==> config.mk <==
export PLATFORM = sky130hd
export DESIGN_NAME = cache_miss_controller_flat
export DESIGN_NICKNAME = d
export VERILOG_FILES = /design/src/rtl/cache_miss_controller_if.sv /design/src/rtl/cache_miss_controller.sv /design/src/flat_wrapper.sv
export SDC_FILE = /design/constraint.sdc
export NUM_CORES = 1
export LEC_CHECK = 0
export CAP_MARGIN = 10
export CORE_AREA = 2 2 178 180
export DETAILED_ROUTE_END_ITERATION = 8
export DIE_AREA = 0 0 180 182
export DONT_BUFFER_PORTS = 1
export PLACE_DENSITY_LB_ADDON = 0.25
export SYNTH_ARGS = -nofsm -noshare
export SYNTH_HDL_FRONTEND = slang
export SYNTH_SLANG_ARGS = --single-unit
export TNS_END_PERCENT = 10
==> constraint.sdc <==
create_clock -name clock -period 2.4 [get_ports clock]
set_clock_uncertainty 0.2 [all_clocks]
set_input_delay 0.72 -clock clock [delete_from_list [all_inputs] [get_ports clock]]
set_output_delay 0.72 -clock clock [all_outputs]
set_load 0.05 [all_outputs]
==> src/rtl/cache_miss_controller_if.sv <==
// Bus bundle between the miss controller and its CPU, cache lookup, memory and fill ports.
// The master modport is the controller view; slave is the surrounding environment.
interface cache_miss_controller_if;
  localparam int unsigned ADDR_W = 32;
  localparam int unsigned DATA_W = 64;
  localparam int unsigned TAG_W  = 28;
  localparam int unsigned CNT_W  = 16;

  logic              cpu_req;
  logic [ADDR_W-1:0] cpu_addr;
  logic              cpu_ready;
  logic              cpu_valid;
  logic [DATA_W-1:0] cpu_data;
  logic              cpu_hit;
  logic              cpu_error;

  logic              search_cache;
  logic [ADDR_W-1:0] address;
  logic              search_done;
  logic              hit;
  logic [DATA_W-1:0] data;
  logic [TAG_W-1:0]  tag_out;

  logic              mem_req;
  logic [ADDR_W-1:0] mem_addr;
  logic              mem_ack;
  logic [DATA_W-1:0] mem_data;

  logic              fill_en;
  logic [TAG_W-1:0]  fill_tag;
  logic [DATA_W-1:0] fill_data;

  logic [CNT_W-1:0]  hit_count;
  logic [CNT_W-1:0]  miss_count;

  modport master (
    input  cpu_req, cpu_addr, search_done, hit, data, tag_out, mem_ack, mem_data,
    output cpu_ready, cpu_valid, cpu_data, cpu_hit, cpu_error,
           search_cache, address, mem_req, mem_addr,
           fill_en, fill_tag, fill_data, hit_count, miss_count
  );

  modport slave (
    output cpu_req, cpu_addr, search_done, hit, data, tag_out, mem_ack, mem_data,
    input  cpu_ready, cpu_valid, cpu_data, cpu_hit, cpu_error,
           search_cache, address, mem_req, mem_addr,
           fill_en, fill_tag, fill_data, hit_count, miss_count
  );
endinterface

==> src/rtl/cache_miss_controller.sv <==
// Single-outstanding read controller: cache lookup, memory fetch and cache fill on miss,
// lookup timeout reporting, and saturating hit/miss statistics. All outputs are registered.
module cache_miss_controller #(
  parameter int unsigned LOOKUP_TIMEOUT = 8
) (
  input  logic                   clock,
  input  logic                   reset,
  cache_miss_controller_if.master bus
);
  localparam int unsigned ADDR_W  = 32;
  localparam int unsigned DATA_W  = 64;
  localparam int unsigned TAG_W   = 28;
  localparam int unsigned CNT_W   = 16;
  localparam int unsigned TIMER_W = 8;

  typedef enum logic [2:0] {
    S_IDLE, S_LOOKUP, S_WAIT, S_MEM, S_FILL, S_RESPOND
  } state_t;

  state_t              state;
  logic [ADDR_W-1:0]   req_addr;
  logic [DATA_W-1:0]   mem_buf;
  logic [DATA_W-1:0]   resp_data;
  logic                resp_hit;
  logic                resp_err;
  logic                ready_q;
  logic                valid_q;
  logic                search_q;
  logic                mem_req_q;
  logic                fill_q;
  logic [TIMER_W-1:0]  timer;
  logic [CNT_W-1:0]    hit_cnt;
  logic [CNT_W-1:0]    miss_cnt;
  logic                eff_hit_c;

  // A hit only counts when the returned tag matches the request, not just the hit flag.
  assign eff_hit_c = bus.search_done && bus.hit && (bus.tag_out == req_addr[TAG_W-1:0]);

  always_ff @(posedge clock or negedge reset) begin
    if (!reset) begin
      state     <= S_IDLE;
      req_addr  <= '0;
      mem_buf   <= '0;
      resp_data <= '0;
      resp_hit  <= 1'b0;
      resp_err  <= 1'b0;
      ready_q   <= 1'b1;
      valid_q   <= 1'b0;
      search_q  <= 1'b0;
      mem_req_q <= 1'b0;
      fill_q    <= 1'b0;
      timer     <= '0;
      hit_cnt   <= '0;
      miss_cnt  <= '0;
    end else begin
      case (state)
        S_IDLE: begin
          if (bus.cpu_req) begin
            req_addr  <= bus.cpu_addr;
            resp_data <= '0;
            resp_hit  <= 1'b0;
            resp_err  <= 1'b0;
            ready_q   <= 1'b0;
            search_q  <= 1'b1;
            state     <= S_LOOKUP;
          end
        end
        S_LOOKUP: begin
          search_q <= 1'b0;
          timer    <= '0;
          state    <= S_WAIT;
        end
        S_WAIT: begin
          // search_done has priority over a timeout landing on the same edge.
          if (eff_hit_c) begin
            resp_data <= bus.data;
            resp_hit  <= 1'b1;
            valid_q   <= 1'b1;
            if (hit_cnt != '1) hit_cnt <= hit_cnt + CNT_W'(1);
            state     <= S_RESPOND;
          end else if (bus.search_done) begin
            mem_req_q <= 1'b1;
            state     <= S_MEM;
          end else if (timer == TIMER_W'(LOOKUP_TIMEOUT - 1)) begin
            resp_data <= '0;
            resp_err  <= 1'b1;
            valid_q   <= 1'b1;
            state     <= S_RESPOND;
          end else begin
            timer <= timer + TIMER_W'(1);
          end
        end
        S_MEM: begin
          if (bus.mem_ack) begin
            mem_buf   <= bus.mem_data;
            mem_req_q <= 1'b0;
            fill_q    <= 1'b1;
            if (miss_cnt != '1) miss_cnt <= miss_cnt + CNT_W'(1);
            state     <= S_FILL;
          end
        end
        S_FILL: begin
          fill_q    <= 1'b0;
          resp_data <= mem_buf;
          resp_hit  <= 1'b0;
          valid_q   <= 1'b1;
          state     <= S_RESPOND;
        end
        S_RESPOND: begin
          valid_q <= 1'b0;
          ready_q <= 1'b1;
          state   <= S_IDLE;
        end
        default: begin
          state   <= S_IDLE;
          ready_q <= 1'b1;
        end
      endcase
    end
  end

  assign bus.cpu_ready    = ready_q;
  assign bus.cpu_valid    = valid_q;
  assign bus.cpu_data     = resp_data;
  assign bus.cpu_hit      = resp_hit;
  assign bus.cpu_error    = resp_err;
  assign bus.search_cache = search_q;
  assign bus.address      = req_addr;
  assign bus.mem_req      = mem_req_q;
  assign bus.mem_addr     = req_addr;
  assign bus.fill_en      = fill_q;
  assign bus.fill_tag     = req_addr[TAG_W-1:0];
  assign bus.fill_data    = mem_buf;
  assign bus.hit_count    = hit_cnt;
  assign bus.miss_count   = miss_cnt;
endmodule

==> src/flat_wrapper.sv <==
// flat-port wrapper written by rule: the top's interface ports become plain ports
module cache_miss_controller_flat 
#(
  parameter int unsigned LOOKUP_TIMEOUT = 8
)
  (clock, reset, bus_cpu_req, bus_cpu_addr, bus_search_done, bus_hit, bus_data, bus_tag_out, bus_mem_ack, bus_mem_data, bus_cpu_ready, bus_cpu_valid, bus_cpu_data, bus_cpu_hit, bus_cpu_error, bus_search_cache, bus_address, bus_mem_req, bus_mem_addr, bus_fill_en, bus_fill_tag, bus_fill_data, bus_hit_count, bus_miss_count);
  cache_miss_controller_if bus_i ();
  input  logic clock;
  input  logic reset;
  input wire logic [$bits(bus_i.cpu_req)-1:0] bus_cpu_req;
  input wire logic [$bits(bus_i.cpu_addr)-1:0] bus_cpu_addr;
  input wire logic [$bits(bus_i.search_done)-1:0] bus_search_done;
  input wire logic [$bits(bus_i.hit)-1:0] bus_hit;
  input wire logic [$bits(bus_i.data)-1:0] bus_data;
  input wire logic [$bits(bus_i.tag_out)-1:0] bus_tag_out;
  input wire logic [$bits(bus_i.mem_ack)-1:0] bus_mem_ack;
  input wire logic [$bits(bus_i.mem_data)-1:0] bus_mem_data;
  output wire logic [$bits(bus_i.cpu_ready)-1:0] bus_cpu_ready;
  output wire logic [$bits(bus_i.cpu_valid)-1:0] bus_cpu_valid;
  output wire logic [$bits(bus_i.cpu_data)-1:0] bus_cpu_data;
  output wire logic [$bits(bus_i.cpu_hit)-1:0] bus_cpu_hit;
  output wire logic [$bits(bus_i.cpu_error)-1:0] bus_cpu_error;
  output wire logic [$bits(bus_i.search_cache)-1:0] bus_search_cache;
  output wire logic [$bits(bus_i.address)-1:0] bus_address;
  output wire logic [$bits(bus_i.mem_req)-1:0] bus_mem_req;
  output wire logic [$bits(bus_i.mem_addr)-1:0] bus_mem_addr;
  output wire logic [$bits(bus_i.fill_en)-1:0] bus_fill_en;
  output wire logic [$bits(bus_i.fill_tag)-1:0] bus_fill_tag;
  output wire logic [$bits(bus_i.fill_data)-1:0] bus_fill_data;
  output wire logic [$bits(bus_i.hit_count)-1:0] bus_hit_count;
  output wire logic [$bits(bus_i.miss_count)-1:0] bus_miss_count;
  assign bus_i.cpu_req = bus_cpu_req;
  assign bus_i.cpu_addr = bus_cpu_addr;
  assign bus_i.search_done = bus_search_done;
  assign bus_i.hit = bus_hit;
  assign bus_i.data = bus_data;
  assign bus_i.tag_out = bus_tag_out;
  assign bus_i.mem_ack = bus_mem_ack;
  assign bus_i.mem_data = bus_mem_data;
  assign bus_cpu_ready = bus_i.cpu_ready;
  assign bus_cpu_valid = bus_i.cpu_valid;
  assign bus_cpu_data = bus_i.cpu_data;
  assign bus_cpu_hit = bus_i.cpu_hit;
  assign bus_cpu_error = bus_i.cpu_error;
  assign bus_search_cache = bus_i.search_cache;
  assign bus_address = bus_i.address;
  assign bus_mem_req = bus_i.mem_req;
  assign bus_mem_addr = bus_i.mem_addr;
  assign bus_fill_en = bus_i.fill_en;
  assign bus_fill_tag = bus_i.fill_tag;
  assign bus_fill_data = bus_i.fill_data;
  assign bus_hit_count = bus_i.hit_count;
  assign bus_miss_count = bus_i.miss_count;
  cache_miss_controller #(.LOOKUP_TIMEOUT(LOOKUP_TIMEOUT)) u_core (.clock(clock), .reset(reset), .bus(bus_i));
endmodule
# == Yosys cells after proc, flatten, opt, wreduce, memory -nomap -nowiden ==
# Cells that the tools add are included.
# W data, S select, Z words.
# word_totals
regBits,210
# op_classes
addsub,3
bitwise_logic,1
eq_ne,20
muxes,33
reduce_logical,25
# ops
op,count
$mux W64,4
$pmux W64 S3,1
$add A16 B1 Y16 const B,2
$ne A16 B16 Y1 const B,2
$eq A28 B28 Y1,1
$mux W8,3
$pmux W8 S2,1
$mux W3,5
$pmux W3 S5,1
$reduce_and A3 Y1,5
$ne A2 B2 Y1 const B,6
$reduce_and A4 Y1,3
$mux W1,11
$pmux W1 S2,5
$reduce_and A2 Y1,5
$reduce_bool A2 Y1,5
$add A8 B1 Y8 const B,1
$eq A8 B3 Y1 const B,1
$eq A3 B2 Y1 const B,2
$eq A3 B3 Y1 const B,2
$pmux W1 S3,2
$reduce_bool A3 Y1,2
$reduce_and A5 Y1,1
$ne A2 B1 Y1 const B,2
other kinds (8),9

# == Longest topological paths before layout ==
# depth
ltp_word,5
depth_mapped,9
mapped_depth_nobuf,7

# == Worst setup path before layout ==
# Ideal clock, no wire load.
# synth_path
path_kind,input -> register
from,input bus_tag_out[4]
to,register u_core.hit_cnt[1] (netlist: u_core.bus.hit_count[1])
t_arrival_ns,2.603
path_stages,8
slack_ns,-0.530
setup_ns,0.128
t_required_ns,2.072
path_cell_list,nor2b_1 -> or4_1 -> nor4_2 -> and4_1 -> buf_4 -> buf_6 -> and2_1 -> mux2_1
# synth_via
elab_chain_cells,3
# synth_lines
item,line,text
from (decl),flat_wrapper.sv:15,input wire logic [$bits(bus_i.tag_out)-1:0] bus_tag_out;
$eq A28 B28 Y1,cache_miss_controller.sv:37,assign eff_hit_c = bus.search_done && bus.hit && (bus.tag_out == req_addr[TAG_W-1:0]);
$logic_and A1 B1 Y1,cache_miss_controller.sv:37,
$reduce_and A3 Y1 (no source line),n/a,
to (signal assigned),cache_miss_controller.sv:79,if (hit_cnt != '1) hit_cnt <= hit_cnt + CNT_W'(1);
to (decl),cache_miss_controller.sv:32,logic [CNT_W-1:0] hit_cnt;
# Every way passes these cells.
# A chain may end at the register's enable or synchronous reset.

# == Final worst setup path ==
# layout_path
from,register u_core.req_addr[7] (netlist: u_core.bus.address[7])
to,register u_core.resp_data[52] (netlist: u_core.bus.cpu_data[52])
# layout_via
elab_chain_cells,4
# layout_lines
item,line,text
from (decl),cache_miss_controller.sv:21,logic [ADDR_W-1:0] req_addr;
from (signal assigned),cache_miss_controller.sv:59,req_addr <= bus.cpu_addr;
$eq A28 B28 Y1 (*),cache_miss_controller.sv:37,
$logic_and A1 B1 Y1 (*),cache_miss_controller.sv:37,
"$ne A3 B1 Y1 (no source line), or another cell as far along",n/a,
$reduce_and A4 Y1 (no source line) / $pmux W64 S3 (equally long branches),n/a,
to (signal assigned),cache_miss_controller.sv:76,resp_data <= bus.data;
to (signal assigned),cache_miss_controller.sv:104,resp_data <= mem_buf;
to (decl),cache_miss_controller.sv:23,logic [DATA_W-1:0] resp_data;
# Every way passes the cells marked *; elsewhere a longest branch is shown, timed or not.

==> results.json <==
{
  "yosysSeqAreaShare_pct": 54.74,
  "synthXorXnorAreaFrac_pct": 4.834,
  "wl_per_cell_um": 22.24,
  "h-tree-depth": 1,
  "status": "complete, but fails checks",
  "ys_types": 53,
  "period_share_pct": 105.2,
  "pwr_density_cell_nw_per_um2": 1813,
  "root_buffer": "clkbuf_16",
  "p_seq_share_pct": 46.0,
  "rsz0062_at_grt": "true",
  "violations": "hold timing, setup timing",
  "min_period_ns": 2.524,
  "drt_first_pass_iters": 4,
  "antenna_found_initial": 0,
  "drc_errors": 0,
  "p_leak_nw": 5.578,
  "drive_gt1_share_pct": 33.96,
  "setup.worst_path.end_class": "flop",
  "avgSynthCellArea_sq_um": 12.26,
  "path_clk_slew_ns": 0.06,
  "worst_pin_slew_ns": 0.6194,
  "cts_setup_buffers": 0,
  "grt_pass1_wl_um": 41940,
  "crit_buf_inv": 1,
  "synthAdderAreaFrac_pct": 0.3909,
  "path_max_fanout": 47,
  "cts_buffer_depth": 3,
  "grt-ovfl-total": 0,
  "max_freq_mhz": 396.1,
  "ant_nets": 0,
  "final_net_count": 1029,
  "drtIter0Drc": 372,
  "tritoncts": "yes",
  "relSlewSlack_pct": 58.71,
  "vias": 6414,
  "multi_input_area_sq_um": 3777,
  "max_cap_viol_count": 0,
  "initial_core_util_pct": 30.99,
  "slowest_delay_ns": 0.54,
  "wirelength_um": 27860,
  "vdd_drop_max_mv": 0.7849,
  "slew_violations": 0,
  "yosysTopAreaCell": "dfrtp_1",
  "startpoint_type": "flop",
  "synth-simple-area-share_pct": 8.586,
  "row_count": 65,
  "cpLargestDelayFamily": "simple AND/OR/NAND/NOR gates",
  "whs_ns": -0.3143,
  "final.setup.worst_slack_ns": -0.1243,
  "synth_top_cell_area_share_pct": 54.46,
  "worstPathArrival_ns": 2.79,
  "synth_compound_area_share_pct": 13.25,
  "synth_flop_cell": "dfrtp_1",
  "grt_max_degree": 211,
  "numPortBuffers": 0,
  "synthesis.nets": 980,
  "area_growth_pct": 19.34,
  "placed_cell_area_sq_um": 10480,
  "clock_power_share_pct": 19.8,
  "fin_tns_setup_ns": -5.388,
  "dieHeight_um": 182,
  "synth_edf_count": 0,
  "setup_viol": 77,
  "p_total_mw": 20.77,
  "cts.sinks": 210,
  "place_congestion": 0.8111,
  "ioPinCount": 453,
  "syn_inst": 783,
  "yosys_register_bits": 210,
  "ys_warn_count": 0,
  "swShare_pct": 53.01,
  "final-hold-violation-count": 210,
  "clk-insertion-delay-late_ns": 0.53,
  "internal_power_mw": 9.761,
  "synth_top_cells_by_area": "dfrtp_1, mux2_2, a22o_1",
  "r2r_cells": 7,
  "placedCellCount": 1207,
  "dieArea_sq_um": 32760,
  "fin_cells": 1253,
  "hold_path.class": "input pin to async pin",
  "syn-cell-area_sq_um": 9603,
  "ff_latch_area_sq_um": 5264,
  "fillers": 3021,
  "async_flop_share_pct": 100.0,
  "core_sq_um": 30990,
  "cp.depth": 7,
  "fp.dieW_um": 180,
  "numCtsBuffers": 25,
  "cp_cell_sequence": "nor2b_1, or4_4, nor4_4, and4_4, buf_12, a22o_1, a21o_1",
  "place_hpwl_um": 20300,
  "worstSetupPathType": "flop to flop",
  "synth_top_family_by_area": "compound AO/OA/AOI/OAI gates",
  "power_frac_comb_pct": 34.2,
  "track_usage_pct": 16.35,
  "muxShareOfSynthArea_pct": 11.26,
  "grt_pass1_vias": 6709,
  "pre_cts_ws_ns": -0.4464,
  "worstPathRequired_ns": 2.66,
  "slowest_stage": "or4_4",
  "antenna_cells": 0,
  "fin_area_sq_um": 11460,
  "vias_per_cell": 5.119,
  "power_switching_mw": 11.01
}
==> path summary, 6_finish.rpt <==
kind	from	end	slack, ns
worst max-delay path	u_core.bus.address[7]$_DFFE_PN0P_	u_core.bus.cpu_data[52]$_DFFE_PN0P_	-0.12
worst min-delay path	reset	u_core.bus.fill_data[29]$_DFFE_PN0P_	-0.31
worst max register to register	u_core.bus.address[7]$_DFFE_PN0P_	u_core.bus.cpu_data[52]$_DFFE_PN0P_	-0.12
worst min register to register	u_core.state[2]$_DFFE_PN0P_	u_core.bus.cpu_valid$_DFFE_PN0P_	0.35
max in group asynchronous	reset	u_core.bus.cpu_ready$_DFFE_PN1P_	2.02
min in group clock	bus_cpu_addr[15]	u_core.bus.address[15]$_DFFE_PN0P_	0.11
==> synthesized netlist by cell type (all sizes together), types with 5 or more instances <==
cell,n
and3,11
a21oi,5
xor2,11
and2,5
clkbuf,25
nor2,31
a21o,65
o21ai,7
nand3,14
buf,72
nand4,25
inv,11
nor3,6
nand2,24
a22o,64
xnor2,42
nand2b,6
mux2,96
nor2b,12
dfrtp,209
==> worst register-to-register path: stages (launching register included) <==
cell,delay (ns)
dfrtp_2,0.40
nor2b_1,0.14
or4_4,0.54
nor4_4,0.28
and4_4,0.32
buf_12,0.23
a22o_1,0.26
a21o_1,0.10
==> state kept, by name (all words and copies together) (netlist names) <==
register,cells
u_core.bus.address,32
u_core.bus.cpu_data,64
u_core.bus.cpu_error,1
u_core.bus.cpu_hit,1
u_core.bus.cpu_ready,1
u_core.bus.cpu_valid,1
u_core.bus.fill_data,64
u_core.bus.fill_en,1
u_core.bus.hit_count,16
u_core.bus.mem_req,1
u_core.bus.miss_count,16
u_core.bus.search_cache,1
u_core.state,3
u_core.timer,8
==> kinds of logic after synthesis <==
group                    count (synthesis)
flip-flops                             210
multiplexers                            96
AND/OR/NAND/NOR                        153
adder cells (fa/ha/maj)                  3
AO/OA/AOI/OAI                          160
buffers and inverters                  108
XOR/XNOR                                53
==> placed cells by master, fill, tap and decap left out, types with 3 or more instances in the layout <==
cell | netlist | final
a21o_1 | 65 | 65
a21oi_1 | 5 | 5
a22o_1 | 64 | 64
and2_1 | 5 | 3
and3_1 | 11 | 9
buf_12 | 0 | 6
buf_4 | 62 | 108
buf_6 | 3 | 5
bufinv_16 | 0 | 6
clkbuf_1 | 25 | 4
clkbuf_16 | 0 | 25
clkinv_2 | 0 | 7
clkinvlp_4 | 0 | 3
dfrtp_1 | 209 | 203
dfrtp_2 | 0 | 6
ha_1 | 3 | 3
inv_1 | 11 | 11
mux2_2 | 95 | 95
nand2_1 | 24 | 24
nand2b_1 | 6 | 6
nand3_1 | 14 | 9
nand3_2 | 0 | 5
nand4_1 | 25 | 25
nor2_1 | 31 | 30
nor2b_1 | 12 | 12
nor3_1 | 6 | 6
nor4_1 | 3 | 3
o21ai_0 | 6 | 6
or2_2 | 3 | 3
xnor2_1 | 42 | 42
xor2_1 | 11 | 11
==> per-stage QoR <==
stage / hold slack (ns) / util [%]
after floorplan: 0.2244 / -
after global placement: 0.2290 / 33.82
after detailed placement: 0.2279 / 33.82
after CTS: -0.3429 / 36.84
after global routing: -0.3357 / 36.98
final: -0.3143 / 36.98
==> cell type report <==
| cell class | instances | share of cell area (%) |
|---|---|---|
| Tap cell | 402 | 4.389 |
| Clock inverter | 17 | 2.151 |
| Multi-Input combinational cell | 465 | 32.96 |
| Clock buffer | 29 | 5.590 |
| Inverter | 11 | 0.3603 |
| Timing Repair Buffer | 119 | 8.615 |
| Sequential cell | 210 | 45.93 |
==> layer usage <==
| layer | wire length [um] | share of wire, % | track usage, % |
|---|---|---|---|
| met1 | 11950 | 43 | 21.69 |
| met2 | 12860 | 46 | 25.12 |
| met3 | 2213 | 7.9 | 5.535 |
| met4 | 842 | 3.0 | 5.301 |
| met5 | 0 | 0 | 0 |
==> repair_timing <==
item | CTS | global route
pin swaps | 6 | 42
hold endpoints to repair | 210 | 210
resized for setup | 14 | 9
endpoints found under the setup margin | 92 | 81
==> power by group through the flow <==
stage	Clock (mW)	Combinational, mW	Sequential [mW]
floorplan	0	5.07	10.1
global placement	0	7.00	9.62
detailed placement	0	7.06	9.62
CTS	4.24	7.12	9.57
global route	4.38	7.52	9.72
finish	4.10	7.11	9.56
(Power assumes the default switching activity.)
